===== src/rtl/riscv_proc_dpath_ex_result.sv =====
// Execute-stage result stage: resolves conditional branches into a registered
// redirect and queues register writes in a two-entry skid buffer with bypass.
module riscv_proc_dpath_ex_result #(
    parameter int XLEN      = 64,
    parameter int NREG_BITS = 5
) (
    input  logic                 clk,
    input  logic                 reset_n,
    input  logic                 ex_val,
    input  logic                 ex_kill,
    output logic                 ex_rdy,
    input  logic [2:0]           ex_br_type,
    input  logic [XLEN-1:0]      ex_alu_out,
    input  logic                 ex_lt,
    input  logic                 ex_ltu,
    input  logic [XLEN-1:0]      ex_br_target,
    input  logic                 ex_wen,
    input  logic [NREG_BITS-1:0] ex_waddr,
    input  logic [XLEN-1:0]      ex_wdata,
    output logic                 br_taken,
    output logic [XLEN-1:0]      br_target,
    output logic                 wb_val,
    input  logic                 wb_rdy,
    output logic [NREG_BITS-1:0] wb_waddr,
    output logic [XLEN-1:0]      wb_wdata,
    output logic [1:0]           byp_val,
    output logic [NREG_BITS-1:0] byp_waddr0,
    output logic [NREG_BITS-1:0] byp_waddr1,
    output logic [XLEN-1:0]      byp_wdata0,
    output logic [XLEN-1:0]      byp_wdata1
);

    typedef enum logic [1:0] {
        BUF_EMPTY = 2'd0,
        BUF_ONE   = 2'd1,
        BUF_TWO   = 2'd2
    } buf_state_t;

    buf_state_t            state, state_nxt;
    logic [NREG_BITS-1:0]  head_waddr, head_waddr_nxt;
    logic [NREG_BITS-1:0]  skid_waddr, skid_waddr_nxt;
    logic [XLEN-1:0]       head_wdata, head_wdata_nxt;
    logic [XLEN-1:0]       skid_wdata, skid_wdata_nxt;

    logic accept, enq, deq, eq, taken;

    // ex_rdy decodes registered state only, so it never depends on wb_rdy.
    assign ex_rdy = (state != BUF_TWO);
    assign wb_val = (state != BUF_EMPTY);

    assign accept = ex_val & ex_rdy & ~ex_kill;
    assign enq    = accept & ex_wen & (ex_waddr != '0);
    assign deq    = wb_val & wb_rdy;
    assign eq     = (ex_alu_out == '0);

    always_comb begin
        taken = 1'b0;
        case (ex_br_type)
            3'd0: taken = 1'b0;
            3'd1: taken = eq;
            3'd2: taken = ~eq;
            3'd3: taken = ex_lt;
            3'd4: taken = ~ex_lt;
            3'd5: taken = ex_ltu;
            3'd6: taken = ~ex_ltu;
            3'd7: taken = 1'b1;
        endcase
    end

    always_ff @(posedge clk or negedge reset_n) begin
        if (!reset_n) begin
            br_taken  <= 1'b0;
            br_target <= '0;
        end else begin
            br_taken <= accept & taken;
            if (accept & taken) begin
                br_target <= ex_br_target;
            end
        end
    end

    always_comb begin
        state_nxt      = state;
        head_waddr_nxt = head_waddr;
        head_wdata_nxt = head_wdata;
        skid_waddr_nxt = skid_waddr;
        skid_wdata_nxt = skid_wdata;
        case (state)
            BUF_EMPTY: begin
                if (enq) begin
                    state_nxt      = BUF_ONE;
                    head_waddr_nxt = ex_waddr;
                    head_wdata_nxt = ex_wdata;
                end
            end
            BUF_ONE: begin
                if (enq && deq) begin
                    head_waddr_nxt = ex_waddr;
                    head_wdata_nxt = ex_wdata;
                end else if (enq) begin
                    state_nxt      = BUF_TWO;
                    skid_waddr_nxt = ex_waddr;
                    skid_wdata_nxt = ex_wdata;
                end else if (deq) begin
                    state_nxt = BUF_EMPTY;
                end
            end
            BUF_TWO: begin
                // The skid entry is younger; it becomes the head once the head drains.
                if (deq) begin
                    state_nxt      = BUF_ONE;
                    head_waddr_nxt = skid_waddr;
                    head_wdata_nxt = skid_wdata;
                    skid_waddr_nxt = '0;
                    skid_wdata_nxt = '0;
                end
            end
            default: state_nxt = BUF_EMPTY;
        endcase
    end

    always_ff @(posedge clk or negedge reset_n) begin
        if (!reset_n) begin
            state      <= BUF_EMPTY;
            head_waddr <= '0;
            head_wdata <= '0;
            skid_waddr <= '0;
            skid_wdata <= '0;
        end else begin
            state      <= state_nxt;
            head_waddr <= head_waddr_nxt;
            head_wdata <= head_wdata_nxt;
            skid_waddr <= skid_waddr_nxt;
            skid_wdata <= skid_wdata_nxt;
        end
    end

    assign wb_waddr   = head_waddr;
    assign wb_wdata   = head_wdata;
    assign byp_val    = {state == BUF_TWO, state != BUF_EMPTY};
    assign byp_waddr0 = head_waddr;
    assign byp_wdata0 = head_wdata;
    assign byp_waddr1 = skid_waddr;
    assign byp_wdata1 = skid_wdata;

endmodule

===== config.mk =====
export PLATFORM = sky130hd
export DESIGN_NAME = riscv_proc_dpath_ex_result
export DESIGN_NICKNAME = d
export VERILOG_FILES = /design/src/rtl/riscv_proc_dpath_ex_result.sv
export SDC_FILE = /design/constraint.sdc
export NUM_CORES = 1
export LEC_CHECK = 0
export CELL_PAD_IN_SITES_DETAIL_PLACEMENT = 1
export CELL_PAD_IN_SITES_GLOBAL_PLACEMENT = 1
export CORE_ASPECT_RATIO = 1.25
export CORE_MARGIN = 4
export CORE_UTILIZATION = 33
export DETAILED_ROUTE_END_ITERATION = 8
export GPL_ROUTABILITY_DRIVEN = 1
export PLACE_DENSITY_LB_ADDON = 0.05
export SLEW_MARGIN = 20
export SYNTH_ARGS = -nofsm -noshare
export SYNTH_HDL_FRONTEND = slang
export SYNTH_SLANG_ARGS = --single-unit

===== constraint.sdc =====
create_clock -name clk -period 3.1 [get_ports clk]
set_input_delay 0.62 -clock clk [delete_from_list [all_inputs] [get_ports clk]]
set_output_delay 0.62 -clock clk [all_outputs]
set_load 0.01 [all_outputs]

==> flow_metrics.env, run 1 <==
export IMPL_switchingPower_w=0.00355
export IMPL_tightestPinTransition_ns=0.872
export IMPL_drt_iter0_markers=860
export IMPL_ys_ff_latch=205
export IMPL_synth_cell_types=37
export IMPL_fill_cells=3777
export IMPL_swShare_pct=32.5
export IMPL_grt_overflow_total=0
export IMPL_dieWidth_um=173
export IMPL_die_area_mm2=0.0369
export IMPL_synth_nets=1490
export IMPL_wirelength_mm=49.1
export IMPL_rows=75
export IMPL_grt_pass1_wl_mm=74.0
export IMPL_path_clk_slew_ns=0.06
export IMPL_setup_ws_ns=0.590
export IMPL_synth_top_area_share_pct=45.8
export IMPL_synth_area_leaders="dfrtp_1 (46%), nand4_1 (11%), nand2_1 (7.2%)"
export IMPL_synth_edf_count=0
export IMPL_synth_area_mm2=0.0112
export IMPL_area_growth_pct=50.3
export IMPL_drive_gt1_share_pct=5.84
export IMPL_synth_ff_type="dfrtp_1"
export IMPL_p_per_area_mw_per_mm2=649
export IMPL_setup_violations=0
export IMPL_clock_sinks=205
export IMPL_detailed_place_area_mm2=0.0160
export IMPL_cp_start_kind="flip-flop"
export IMPL_peakVddDrop_v=0.000323
export IMPL_synth_top_cell_by_area="dfrtp_1"
export IMPL_hp_class="reg -> reg"
export IMPL_power_frac_seq_pct=36.7
export IMPL_vias=11800
export IMPL_cap_violations=0
export IMPL_preCtsSetupSlack_ns=0.218
export IMPL_initial_utilization_pct=33.4
export IMPL_htreeDepth=1
export IMPL_synth_avg_cell_area_um2=8.73
export IMPL_critical_path_arrival_ns=1.89
export IMPL_max_freq_mhz=398
export IMPL_crit_type="reg -> out"
export IMPL_fp_dieH_um=214
export IMPL_nets=1821
export IMPL_post_drt_wl_per_cell_um=23.9
export IMPL_finalCritPeriodShare_pct=81.0
export IMPL_finalHoldViolCount=0
export IMPL_viasPerCell=5.74
export IMPL_grt_max_degree=110
export IMPL_port_buffers=483
export IMPL_crit_fanout=6
export IMPL_setup_tns_ns=0
export IMPL_skew_ns=0.00998
export IMPL_drt_pass1_iterations=5
export IMPL_io_pins=484
export IMPL_cp_data_required_time_ns=2.48
export IMPL_antenna_found_initial=4
export IMPL_comb_power_share_pct=36.6
export IMPL_synth_cells=1282
export IMPL_first_global_vias=11900
export IMPL_endpoint_kind="primary output"
export IMPL_final_max_slew_viol_count=0
export IMPL_route_detailed_drc=0
export IMPL_root_buffer="clkbuf_16"
export IMPL_ys_seq_area_share_pct=45.8
export IMPL_post_route_min_period_ns=2.51
export IMPL_cts_buffer_depth=3
export IMPL_p_clk_share_pct=26.6
export IMPL_cts_buffers=24
export IMPL_leakage_nw=6.60
export IMPL_yosys_warnings=0
export IMPL_hpwl_mm=32.9
export IMPL_cts_tree="built"
export IMPL_core_mm2=0.0335
export IMPL_post_cts_repair_setup_buffers=0
export IMPL_track_usage_pct=24.9
export IMPL_clk_latency_ns=0.51
export IMPL_cts_resized=0
export IMPL_drtAntennaViolNets=0
export IMPL_finalPower_w=0.0109
export IMPL_async_flop_share_pct=100
export IMPL_slew_headroom_pct=41.9
export IMPL_intPower_w=0.00736
export IMPL_final_area_mm2=0.0168
export IMPL_gp_congestion=0.856
export IMPL_grt_setup_unrepaired="false"
export IMPL_outcome="completed"
-- layout make-up --
type	count	area, um^2	area share, %
diodes	4	10.0	0.0595
clock buffers	34	709	4.22
clock inverters	6	82.6	0.491
inverters	3	11.3	0.0670
multi-input cells	856	4970	29.6
flip-flops and latches	205	5130	30.5
well taps	423	529	3.15
repair buffers	523	5370	31.9
-- worst max-delay path: stages (launching register included) --
cell             delay (ns)
dfrtp_1                0.43
nand2b_2               0.31
inv_2                  0.09
clkdlybuf4s50_1        0.54
-- synthesized netlist by cell type, drive strengths merged, types with 2 or more instances --
cell and n:
nand2b 5, nand4 194, inv 3, dfrtp 205, nand3b 2, nor4 16
nand3 3, a21oi 3, nand2 215, a31oi 69, o21ai 69, o31ai 64
buf 110, o211ai 65, a22o 64, nor3 2, a21o 4, nor2 69
and3 2, clkbuf 108
-- kinds of logic after synthesis --
group           Yosys count  share of synthesized area (%)
flops                   205                           45.8
buf+inv                 221                           10.4
mux                       1                         0.0894
compound gates          341                           21.3
fa+ha+maj                 1                         0.0894
simple gates            513                           22.3
-- layout by cell type (no fill, tap or decap), types with 2 or more instances in the layout --
master	count
clkdlybuf4s50_1	482
nand2_1	214
dfrtp_1	205
nand4_1	194
nor2_1	69
a31oi_1	69
o21ai_0	66
o31ai_1	64
a22o_1	64
o211ai_1	64
clkbuf_16	25
buf_4	21
buf_12	18
nor4_1	16
clkbuf_8	5
diode_2	4
nand2b_1	4
a21o_2	4
clkbuf_1	4
a21oi_4	3
o21ai_1	3
clkinv_2	3
nand3b_1	2
and3_2	2
nand3_2	2
nor3_2	2
inv_1	2
bufinv_16	2
-- final timing paths --
kind | startpoint | endpoint | slack (ns) | cells after the start
max reg2reg | state[0]$_DFFE_PN0P_ | byp_wdata1[35]$_DFFE_PN0P_ | 1.10 | 4
max in group asynchronous | reset_n | br_target[14]$_DFFE_PN0P_ | 1.76 | 3
min reg2reg | byp_wdata1[29]$_DFFE_PN0P_ | byp_wdata1[29]$_DFFE_PN0P_ | 0.50 | 2
max | state[0]$_DFFE_PN0P_ | byp_val[1] | 0.59 | 3
min in group asynchronous | reset_n | byp_wdata0[51]$_DFFE_PN0P_ | 0.59 | 2
min | byp_wdata1[29]$_DFFE_PN0P_ | byp_wdata1[29]$_DFFE_PN0P_ | 0.50 | 2
-- routing by layer --
| metal | GRT usage (%) | wire length (um) | share of wire [%] | vias up |
|---|---|---|---|---|
| met3 | 4.46 | 2900 | 5.9 | 49 |
| met1 | 31.9 | 19800 | 40 | 5917 |
| li1 | - | - | - | 5386 |
| met2 | 44.7 | 25400 | 52 | 429 |
| met4 | 5.15 | 939 | 1.9 | 0 |
| met5 | 0 | 0 | 0 | - |
-- power by group through the flow --
stage,clock [W],sequential [W],combinational (W)
6_report,0.00291,0.00401,0.00400
5_1_grt,0.00308,0.00411,0.00427
3_3_place_gp,0,0.00402,0.00396
4_1_cts,0.00298,0.00402,0.00405
3_5_place_dp,0,0.00405,0.00404
2_1_floorplan,0,0.00421,0.00138
-- state kept, by name, indices dropped and copies added, names as in the netlist --
| name | count |
|---|---|
| state | 2 |
| byp_wdata0 | 64 |
| byp_waddr1 | 5 |
| byp_wdata1 | 64 |
| br_target | 64 |
| byp_waddr0 | 5 |
| br_taken | 1 |
-- through the flow --
step                std cells  utilization [%]  hold slack [ns]
finish                   2054             50.2            0.504
floorplan                1282                -            0.324
global route             2053             50.2            0.528
global placement         2009             47.8            0.485
detailed placement       2009             47.8            0.495
CTS                      2050             50.2            0.509
-- repair_timing --
item	in CTS	in global routing
setup endpoints to repair	0	0
hold buffers	1	0
hold endpoints to repair	36	0
Note: power is estimated with default switching activity, not from simulation.
==> inputs of run 2 (changes only) <==
--- a/config.mk
+++ b/config.mk
@@ -9,7 +9,7 @@
 export CELL_PAD_IN_SITES_GLOBAL_PLACEMENT = 1
 export CORE_ASPECT_RATIO = 1.25
 export CORE_MARGIN = 4
-export CORE_UTILIZATION = 33
+export CORE_UTILIZATION = 28
 export DETAILED_ROUTE_END_ITERATION = 8
 export GPL_ROUTABILITY_DRIVEN = 1
 export PLACE_DENSITY_LB_ADDON = 0.05
==> constraint.sdc (replaced) <==
create_clock -name clk -period 2.2 [get_ports clk]
set_input_delay 0.44 -clock clk [delete_from_list [all_inputs] [get_ports clk]]
set_output_delay 0.44 -clock clk [all_outputs]
set_load 0.01 [all_outputs]
==> run 2 against run 1 <==
  * Global-route usage down 2.6 points
  * Register-to-register slack worse by 0.65 ns
  * Sequential share of layout area is 0.89 points lower
  * Largest cell class unchanged
  * Total power is 40% higher
  * First-iteration DRC count fell by 41%
  * Setup slack lost 0.48 ns
  * Die area is 17% higher
  * Cell count is 5.0% higher
  * Count of clock-buffer cells in the layout rose by 2
  * Cell area rose by 3.0%
  * Clock skew down 0.0037 ns
==> flow_metrics.env, run 2 (synthesized netlist as in run 1, its figures left out) <==
export IMPL_viasPerCell=5.50
export IMPL_tightestPinTransition_ns=0.529
export IMPL_die_area_mm2=0.0432
export IMPL_hpwl_mm=35.5
export IMPL_crit_family="flip-flops"
export IMPL_grt_overflow_total=0
export IMPL_rows=81
export IMPL_rr_startpoint="state[1]$_DFFE_PN0P_"
export IMPL_fp_dieH_um=232
export IMPL_drt_pass1_iterations=4
export IMPL_finalHoldViolCount=0
export IMPL_drt_iter0_markers=510
export IMPL_peakVddDrop_v=0.000458
export IMPL_cp_buffers_inverters=1
export IMPL_switchingPower_w=0.00498
export IMPL_critical_path_arrival_ns=1.65
export IMPL_slew_headroom_pct=64.7
export IMPL_cp_depth=2
export IMPL_final_area_mm2=0.0173
export IMPL_grt_pass1_wl_mm=77.5
export IMPL_cp_start_kind="flip-flop"
export IMPL_wirelength_mm=50.7
export IMPL_hp_class="in -> async"
export IMPL_post_drt_wl_per_cell_um=23.5
export IMPL_leakage_nw=6.83
export IMPL_clk_latency_ns=0.53
export IMPL_clock_sinks=205
export IMPL_gp_congestion=0.797
export IMPL_p_per_area_mw_per_mm2=884
export IMPL_cts_buffer_depth=3
export IMPL_crit_type="reg -> out"
export IMPL_core_mm2=0.0393
export IMPL_cts_buffers=25
export IMPL_crit_fanout=5
export IMPL_final_cell_mix="clkdlybuf4s50_1 (478), nand2_1 (214), dfrtp_1 (204), nand4_1 (194)"
export IMPL_antenna_found_initial=4
export IMPL_final_common_cell="clkdlybuf4s50_1"
export IMPL_multi_input_area_mm2=0.00498
export IMPL_regArea_mm2=0.00513
export IMPL_power_frac_seq_pct=36.9
export IMPL_cts_tree="built"
export IMPL_post_cts_repair_setup_buffers=0
export IMPL_area_growth_pct=54.8
export IMPL_root_buffer="clkbuf_16"
export IMPL_post_route_min_period_ns=2.09
export IMPL_slowest_stage="dfrtp_2"
export IMPL_drive_gt1_share_pct=7.59
export IMPL_setup_violations=0
export IMPL_htreeDepth=1
export IMPL_endpoint_kind="primary output"
export IMPL_fill_cells=4418
export IMPL_rr_endpoint="byp_wdata0[26]$_DFFE_PN0P_"
export IMPL_finalCritPeriodShare_pct=95.1
export IMPL_grt_max_degree=71
export IMPL_cap_violations=0
export IMPL_r2r_cells=5
export IMPL_route_detailed_drc=0
export IMPL_port_buffers=483
export IMPL_vias=11900
export IMPL_instances_no_fill=2157
export IMPL_dp_cells=2117
export IMPL_swShare_pct=32.6
export IMPL_path_cells="or2_2 > dlygate4sd2_1"
export IMPL_track_usage_pct=22.3
export IMPL_final_max_slew_viol_count=0
export IMPL_grt_setup_unrepaired="false"
export IMPL_detailed_place_area_mm2=0.0166
export IMPL_io_pins=484
export IMPL_intPower_w=0.0103
export IMPL_path_clk_slew_ns=0.06
export IMPL_p_clk_share_pct=25.9
export IMPL_comb_power_share_pct=37.2
export IMPL_first_global_vias=12200
export IMPL_initial_utilization_pct=28.5
export IMPL_cp_data_required_time_ns=1.76
export IMPL_ff2ff_setup_slack_ns=0.45
export IMPL_outcome="completed"
export IMPL_antenna_cells=0
export IMPL_max_stage_delay_ns=0.45
export IMPL_nets=1855
export IMPL_drtAntennaViolNets=0
export IMPL_skew_ns=0.00630
export IMPL_dieWidth_um=187
export IMPL_max_freq_mhz=478
-- run 2: final cells by class --
class	instances	share of cell area [%]
repair buffers	556	33.6
flip-flops and latches	205	29.6
inverters	3	0.0650
multi-input cells	856	28.7
clock buffers	36	4.14
clock inverters	3	0.231
well taps	498	3.60
-- run 2: power groups by stage --
stage | combinational (W) | clock [W] | sequential, W
floorplan | 0.00194 | 0 | 0.00594
global placement | 0.00568 | 0 | 0.00569
detailed placement | 0.00578 | 0 | 0.00572
CTS | 0.00580 | 0.00409 | 0.00567
global route | 0.00610 | 0.00425 | 0.00581
finish | 0.00569 | 0.00397 | 0.00565
-- run 2: worst max path at each step --
stage                                          from                    endpoint  slack, ns
final                          state[1]$_DFFE_PN0P_                  byp_val[0]       0.11
after global routing      br_target[59]$_DFFE_PN0P_               br_target[59]       0.05
after CTS                 br_target[59]$_DFFE_PN0P_               br_target[59]       0.04
after detailed placement                ex_waddr[0]  byp_wdata0[28]$_DFFE_PN0P_      -0.33
after global placement                  ex_waddr[0]  byp_wdata0[16]$_DFFE_PN0P_      -0.29
after floorplan                         ex_waddr[0]   byp_waddr0[0]$_DFFE_PN0P_       0.30
-- run 2: stage by stage --
stage	setup TNS (ns)	utilization [%]	hold WS, ns	setup WS (ns)	total power (W)
2_1_floorplan	0	-	0.144	0.297	0.00788
5_1_grt	0	44.1	0.460	0.0451	0.0162
6_report	0	44.1	0.431	0.109	0.0153
3_5_place_dp	-52.91	42.1	0.393	-0.330	0.0115
3_3_place_gp	-47.19	42.1	0.392	-0.293	0.0114
4_1_cts	0	44.1	0.423	0.0411	0.0156
-- run 2: per-layer routing --
metal	GRT usage, %	share of wire [%]	up-vias
met5	0	0.12	-
met1	27.9	41	5973
met2	40.4	52	391
met4	3.98	1.4	8
met3	4.31	5.7	54
li1	-	-	5447
-- run 2: worst reg2reg max path: cells and delay by family, from the launching register on --
family | cells | cell delay [ns]
adder cells (fa/ha/maj) | 1 | 0.40
AND/OR/NAND/NOR | 1 | 0.10
AO/OA/AOI/OAI | 2 | 0.43
buffers and inverters | 1 | 0.29
flip-flops | 1 | 0.45
-- run 2: timing repair --
action,4_1_cts,5_1_grt
gates resized for setup,6,0
setup endpoints to repair,4,0
hold buffers,1,0
hold endpoints to repair,46,0
